==> src/rtl/instr_fetch_unit.sv <==
// Instruction fetch unit: program counter, single-outstanding instruction-memory
// read and instruction register, driven by a two-state IDLE/WAIT controller.
module instr_fetch_unit #(
    parameter int unsigned ADDR_W = 8,
    parameter int unsigned IR_W   = 16
) (
    input  logic              clk,
    input  logic              rst,
    input  logic              fetch_req,
    input  logic              jmp,
    input  logic              jmpz,
    input  logic              z,
    input  logic [ADDR_W-1:0] jmp_addr,
    output logic [ADDR_W-1:0] imem_addr,
    output logic              imem_rd,
    input  logic [IR_W-1:0]   imem_data,
    output logic [IR_W-1:0]   IR,
    output logic              ir_valid,
    output logic              busy,
    output logic [ADDR_W-1:0] pc
);

    typedef enum logic [0:0] {StIdle, StWait} state_e;

    state_e            state_q, state_d;
    logic [ADDR_W-1:0] pc_q, pc_d;
    logic [IR_W-1:0]   ir_q, ir_d;
    logic              ir_valid_q, ir_valid_d;
    logic              rd_issue;
    logic              jump_taken;

    assign jump_taken = jmp | (jmpz & z);

    always_comb begin
        state_d    = state_q;
        pc_d       = pc_q;
        ir_d       = ir_q;
        ir_valid_d = 1'b0;
        rd_issue   = 1'b0;
        unique case (state_q)
            StIdle: begin
                // A taken jump pre-empts a simultaneous fetch request.
                if (jump_taken) begin
                    pc_d = jmp_addr;
                end else if (fetch_req) begin
                    rd_issue = 1'b1;
                    state_d  = StWait;
                end
            end
            StWait: begin
                ir_d       = imem_data;
                pc_d       = pc_q + ADDR_W'(1);
                ir_valid_d = 1'b1;
                state_d    = StIdle;
            end
            default: state_d = StIdle;
        endcase
    end

    always_ff @(posedge clk or posedge rst) begin
        if (rst) begin
            state_q    <= StIdle;
            pc_q       <= '0;
            ir_q       <= '0;
            ir_valid_q <= 1'b0;
        end else begin
            state_q    <= state_d;
            pc_q       <= pc_d;
            ir_q       <= ir_d;
            ir_valid_q <= ir_valid_d;
        end
    end

    // Strobe is masked by reset so memory sees no read while the block is held.
    assign imem_rd   = rd_issue & ~rst;
    assign imem_addr = pc_q;
    assign IR        = ir_q;
    assign ir_valid  = ir_valid_q;
    assign busy      = (state_q == StWait);
    assign pc        = pc_q;

endmodule

==> config.mk <==
export PLATFORM = sky130hd
export DESIGN_NAME = instr_fetch_unit
export DESIGN_NICKNAME = d
export VERILOG_FILES = /design/src/rtl/instr_fetch_unit.sv
export SDC_FILE = /design/constraint.sdc
export NUM_CORES = 1
export LEC_CHECK = 0
export BUFFER_PORTS_ARGS = -buffer_cell sky130_fd_sc_hd__buf_2
export CORE_AREA = 8 8 62 64
export DETAILED_ROUTE_END_ITERATION = 12
export DIE_AREA = 0 0 70 72
export GPL_TIMING_DRIVEN = 0
export PLACE_DENSITY = 0.77
export SYNTH_ARGS = -nofsm -noshare
export SYNTH_HDL_FRONTEND = slang
export SYNTH_SLANG_ARGS = --single-unit
==> constraint.sdc <==
create_clock -name clk -period 1.4 [get_ports clk]
set_clock_uncertainty 0.05 [all_clocks]
set_input_delay 0.14 -clock clk [delete_from_list [all_inputs] [get_ports clk]]
set_output_delay 0.14 -clock clk [all_outputs]
set_load 0.02 [all_outputs]
==> out/qor.yml, run 1 <==
cts:
  cts_tree: "done"
  cts.sinks: 26
  ctsHtreeMaxLevel: 1
  cts_buffers: 3
  path_clk_slew_ns: 0.15
  clk_path_buf_depth: 2
  clk_latency_ns: 0.33
  cts_root_buffer: "clkbuf_4"
synthesis:
  synthCells: 102
  synth_top_family_by_area: "multiplexers"
  syn_area_um2: 1220
  synth_seq_cells: 26
  synth_ff_type: "dfrtp_1"
  ys_seq_area_share_pct: 53.1
  synth_cell_type_count: 31
  synth_top_cell_by_area: "dfrtp_1"
  synth_adder_area_share_pct: 1.02
  synth-simple-area-share_pct: 10.8
  synthMuxAreaShare_pct: 15.5
  syn_area_per_cell_um2: 12.0
  synth_xor_area_share_pct: 0
  syn_nets: 133
  synth_edf_count: 0
  synth_compound_gate_area_share_pct: 11.4
  yosysWarnings: 0
  async_reset_ff_share_pct: 100
  synth_top_area_share_pct: 53.1
  synthTopCellsByArea: "dfrtp_1, mux2_2, buf_4"
critical_path:
  critPathCaptureType: "output port"
  critical_path.startpoint_type: "flip-flop"
  cpPeakStageDelay_ns: 0.46
  slowest_stage: "dfrtp_2"
  cp.arrival_ns: 1.32
  worstPathCellList: "a211oi_4 > and3_4 > buf_6"
  cp_top_family: "flip-flops"
  crit_type: "flip-flop to output port"
  worstPathRequired_ns: 1.21
  crit_buf_inv: 1
  path_max_fanout: 2
timing:
  rsz0062_at_grt: "yes"
  slew_headroom_pct: 57.8
  worst_pin_slew_ns: 0.631
  fin_crit_sh_pct: 108
  maxSlewViolCount: 0
  finalSetupViolations: 11
  hold_viol: 0
  fin_ws_ns: -0.105
  setup-tns-final_ns: -0.443
  max_freq_mhz: 664
  min_period_ns: 1.51
power_and_ir_drop:
  seq_power_share_pct: 41.2
  ir_drop_uv: 1010
  p_comb_share_pct: 37.1
  swShare_pct: 34.3
  p_leak_uw: 0.000940
  p_clk_share_pct: 21.6
  powerDensity_nw_per_um2: 1210
  total_power_uw: 2430
  switchingPower_uw: 834
  intPower_uw: 1600
routing:
  dr.pass1.iters: 4
  drt_wl_total_mm: 3.84
  postRouteAntennaNets: 0
  num_vias: 1183
  wl_per_cell_um: 16.7
  drt_iter0_drc: 69
  drcViolationCount: 0
  viasPerCell: 5.14
worst_hold_path:
  min_path_type: "primary input to flip-flop"
layout:
  fin_nets: 229
  mostFrequentLayoutCells: "buf_2, dfrtp_1, dlygate4sd3_1"
  synthToLayoutAreaGrowth_pct: 63.7
  fin_util_pct: 69.1
  drive_gt1_share_pct: 60.4
  antenna_cells: 0
  mostFrequentLayoutCell: "buf_2"
floorplanning:
  die-area_um2: 5040
  start_util_pct: 42.2
  die_w_um: 70
  rows: 20
  core_area_um2: 2900
  ios: 65
  die_h_um: 72
place:
  portBuffers: 64
  gp_congestion: 0.753
  dp_hpwl_mm: 2.59
global_route:
  grt_pass1_wl_mm: 5.69
  grt.total_usage_pct: 13.5
  grt_start_max_net_pins: 28
  grt_pass1_vias: 1183
  grt.overflow.total: 0
  antenna_found_initial: 0
flow_run:
  drv_cap: 0
status:
  violations: "setup timing"
  outcome: "finished with violations"
-- worst paths after layout --
| kind | start | to | slack [ns] | cells after the start |
|---|---|---|---|---|
| min in group asynchronous | rst | IR[1] | 0.37 | 3 |
| setup reg to reg | busy | imem_addr[6] | -0.05 | 5 |
| setup / recovery | busy | imem_rd | -0.11 | 3 |
| max in group asynchronous | rst | imem_addr[3] | 0.46 | 3 |
| hold / removal | jmp_addr[1] | imem_addr[1] | 0.03 | 3 |
| hold reg to reg | IR[14] | IR[14] | 0.48 | 1 |
-- cell usage after synthesis (all sizes together) (2+ instances only) --
master / count
a211oi: 2
a21oi: 6
and3: 2
buf: 12
dfrtp: 26
inv: 3
mux2: 16
nand2: 4
nand2b: 2
nand3: 6
nand4: 2
nor2: 2
nor3: 2
o211ai: 2
o21ai: 2
-- power by group through the flow --
| stage | Combinational, µW | Sequential (µW) | Clock (µW) |
|---|---|---|---|
| after floorplan | 327 | 1170 | 0 |
| after global placement | 760 | 1000 | 0 |
| after detailed placement | 777 | 1020 | 0 |
| after CTS | 841 | 997 | 531 |
| after global routing | 964 | 1020 | 574 |
| final | 902 | 1000 | 526 |
-- area by class of cell --
type	instances	area, µm²
Timing Repair inverter	1	5.00
Multi-Input combinational cell	61	522
Buffer	11	103
Fill cell	215	897
Clock inverter	1	30.0
Timing Repair Buffer	91	611
Inverter	3	17.5
Sequential cell	26	654
Tap cell	33	41.3
Clock buffer	3	22.5
-- worst reg2reg max path: stages (launching register included) --
cell     delay (ns)
dfrtp_2        0.42
buf_4          0.12
buf_8          0.12
inv_4          0.05
or4_1          0.52
nand4_1        0.11
-- metal layers --
layer  vias up  global-route usage (%)  part of all wire (%)
met5         -                       0                     0
met4         0                    4.24                   1.1
met3         4                    3.27                   4.6
met2        35                    25.7                    56
met1       587                    14.1                    38
li1        557                       -                     -
-- cells by family after synthesis --
| logic type | count (synthesis) |
|---|---|
| muxes | 17 |
| DFF | 26 |
| AOI/OAI and AO/OA | 19 |
| and+or+nand+nor | 24 |
| adders and majority gates | 1 |
| buffers and inverters | 15 |
-- through the flow --
step,setup WS (ns),cell area (µm²),cells,hold WS (ns)
after global routing,-0.160,2010,230,0.0183
after global placement,-0.222,1590,199,0.311
final,-0.105,2010,230,0.0313
after detailed placement,-0.257,1590,199,0.313
after CTS,-0.143,1860,223,-0.184
after floorplan,0.00243,1230,102,0.135
-- flip-flops by register name, indices dropped and copies added, names as in the netlist --
name and count:
ir_valid 1, imem_addr 8, IR 16, busy 1
-- what timing repair did --
| item | in CTS | in global routing |
|---|---|---|
| setup endpoints to repair | 8 | 12 |
| cloned | 0 | 2 |
| hold buffers | 17 | 2 |
| resized for setup | 6 | 23 |
| hold endpoints to repair | 43 | 26 |
| pin swaps | 2 | 5 |
| setup buffers | 4 | 4 |
Power figures use the tool's default switching activity.
==> run 2, diff against run 1 <==
==> constraint.sdc (replaced) <==
create_clock -name clk -period 1.5 [get_ports clk]
set_clock_uncertainty 0.05 [all_clocks]
set_input_delay 0.15 -clock clk [delete_from_list [all_inputs] [get_ports clk]]
set_output_delay 0.15 -clock clk [all_outputs]
set_load 0.02 [all_outputs]
==> out/qor.yml, run 2 (same netlist as run 1, synthesis figures left out) <==
critical_path:
  path_max_fanout: 2  # unchanged
  regToRegEndpoint: "imem_addr[0]"  # was imem_addr[6]
  slowest_stage: "dfrtp_2"  # unchanged
  ff2ff_path_depth: 4  # was 5
  worstPathCellList: "a211oi_4 > and3_4 > buf_6"  # unchanged
  critPathCaptureType: "output port"  # unchanged
  worstPathRequired_ns: 1.30  # was 1.21 ns
  cpPeakStageDelay_ns: 0.45  # was 0.46 ns
  critical_path.startpoint_type: "flip-flop"  # unchanged
  r2r_slack_ns: 0.08  # was -0.05 ns
  r2r-start: "busy"  # unchanged
  crit_type: "flip-flop to output port"  # unchanged
  cp.arrival_ns: 1.28  # was 1.32 ns
  endpoint: "imem_rd"  # unchanged
  cp-startpoint: "busy"  # unchanged
power_and_ir_drop:
  ir_drop_uv: 924  # was 1010 µV
  p_leak_uw: 0.000874  # was 0.000940 µW
  intPower_uw: 1320  # was 1600 µW
  p_clk_share_pct: 17.3  # was 21.6%
  p_comb_share_pct: 37.2  # was 37.1%
  switchingPower_uw: 740  # was 834 µW
  swShare_pct: 36.0  # was 34.3%
  powerDensity_nw_per_um2: 1130  # was 1210 nW/µm²
  seq_power_share_pct: 45.4  # was 41.2%
floorplanning:
  die-area_um2: 5040  # unchanged
  die_w_um: 70  # unchanged
  rows: 20  # unchanged
  core_area_um2: 2900  # unchanged
  ios: 65  # unchanged
  die_h_um: 72  # unchanged
  start_util_pct: 42.2  # unchanged
layout:
  seqCellArea_um2: 653  # was 654 µm²
  drive_gt1_share_pct: 56.6  # was 60.4%
  largest_reg_flops: 16  # unchanged
  mostFrequentLayoutCells: "buf_2, dfrtp_1, mux2_2"  # was buf_2, dfrtp_1, dlygate4sd3_1
  fin_nets: 221  # was 229
  fin_cells: 222  # was 230
  antenna_cells: 0  # unchanged
  mostFrequentLayoutCell: "buf_2"  # unchanged
  fillers: 234  # was 215
  synthToLayoutAreaGrowth_pct: 48.8  # was 63.7%
  multi_input_comb_area_um2: 482  # was 522 µm²
global_route:
  grt_pass1_vias: 1194  # was 1183
  antenna_found_initial: 0  # unchanged
  grt_start_max_net_pins: 15  # was 28
  grt.overflow.total: 0  # unchanged
  grt.total_usage_pct: 13.9  # was 13.5%
  grt_pass1_wl_mm: 5.80  # was 5.69 mm
routing:
  postRouteAntennaNets: 0  # unchanged
  drt_iter0_drc: 38  # was 69
  num_vias: 1149  # was 1183
  wl_per_cell_um: 16.6  # was 16.7 µm
  drcViolationCount: 0  # unchanged
  drt_wl_total_mm: 3.70  # was 3.84 mm
  viasPerCell: 5.18  # was 5.14
  dr.pass1.iters: 4  # unchanged
timing:
  holdWs_ns: 0.00789  # was 0.0313 ns
  fin_ws_ns: 0.0241  # was -0.105 ns
  hold_viol: 0  # unchanged
  maxSlewViolCount: 0  # unchanged
  fin_crit_sh_pct: 98.4
  finalSetupViolations: 0  # was 11
  max_freq_mhz: 678
  rsz0062_at_grt: "yes"  # unchanged
  worst_pin_slew_ns: 0.644  # was 0.631 ns
  slew_headroom_pct: 56.9  # was 57.8%
  min_period_ns: 1.48
place:
  portBuffers: 64  # unchanged
  pre_cts_slack_ns: -0.178  # was -0.257 ns
  gp_congestion: 0.795  # was 0.753
  dp.cells: 199  # unchanged
  dp_hpwl_mm: 2.62  # was 2.59 mm
cts:
  cts_tree: "done"  # unchanged
  path_clk_slew_ns: 0.14  # was 0.15 ns
  cts_buffers: 3  # unchanged
  ctsHtreeMaxLevel: 1  # unchanged
  cts_root_buffer: "clkbuf_4"  # unchanged
  clk_path_buf_depth: 2  # unchanged
  clk_latency_ns: 0.32  # was 0.33 ns
  cts.sinks: 26  # unchanged
flow_run:
  drv_cap: 0  # unchanged
worst_hold_path:
  min_path_type: "primary input to flip-flop"  # unchanged
status:
  outcome: "completed"  # was finished with violations
==> run 2: cell types whose count changed in the layout (fill, tap and decap cells not counted), sizes merged <==
cell / before / now
bufinv: 1 / 0
dlygate4sd3: 19 / 15
buf: 82 / 79
==> run 2: routing by layer <==
| layer | part of all wire, % | vias up | GRT usage, % |
|---|---|---|---|
| met5 | 0 | - | 0 |
| met2 | 59 | 28 | 26.8 |
| met3 | 3.4 | 6 | 2.46 |
| met4 | 2.4 | 0 | 7.37 |
| li1 | - | 537 | - |
| met1 | 35 | 578 | 13.9 |
==> run 2: power by group through the flow <==
stage	Clock [µW]	Combinational, µW	Sequential (µW)
floorplan	0	305	1090
global route	390	826	957
global placement	0	710	933
finish	357	767	935
detailed placement	0	728	945
CTS	366	757	931
==> run 2: layout make-up <==
class | instances | share of cell area [%]
sequential | 26 | 35.8
timing repair buffer | 83 | 27.8
multi-input combinational | 61 | 26.4
buffer | 11 | 4.60
tap | 33 | 2.26
clock buffer | 4 | 1.99
inverter | 3 | 0.824
timing repair inverter | 1 | 0.275
==> run 2: how the worst min path moves through the flow <==
stage                     slack [ns]      to  cells past startpoint          start
after floorplan                 0.15   IR[0]                      1            rst
after detailed placement        0.33    busy                      2      fetch_req
after global routing          -0.004  IR[12]                      2  imem_data[12]
after CTS                     0.0004  IR[13]                      2  imem_data[13]
after global placement          0.32    busy                      2      fetch_req
final                          0.008  IR[12]                      2  imem_data[12]
==> run 2: critical path: cells and delay by family (launching register included) <==
family | cells | cell delay, ns
flops | 1 | 0.45
simple gates | 1 | 0.21
compound gates | 1 | 0.18
buf+inv | 1 | 0.11
==> run 2: repair_timing <==
| item | in CTS | in global routing |
|---|---|---|
| gates resized for setup | 4 | 4 |
| endpoints found under the setup margin | 1 | 4 |
| hold buffers | 9 | 6 |
| pin swaps | 2 | 2 |
| setup buffers | 3 | 1 |
| hold endpoints to repair | 33 | 6 |
| cloned | 1 | 0 |
==> run 2: stage by stage <==
stage	TNS, ns	utilization (%)	total power, µW	cell area (µm²)
after global routing	-0.0326	62.8	2170	1820
after CTS	-0.00893	60.1	2050	1740
final	0	62.8	2060	1820
after detailed placement	-0.178	54.7	1670	1590
after global placement	-0.136	54.7	1640	1590
after floorplan	0	-	1400	1220
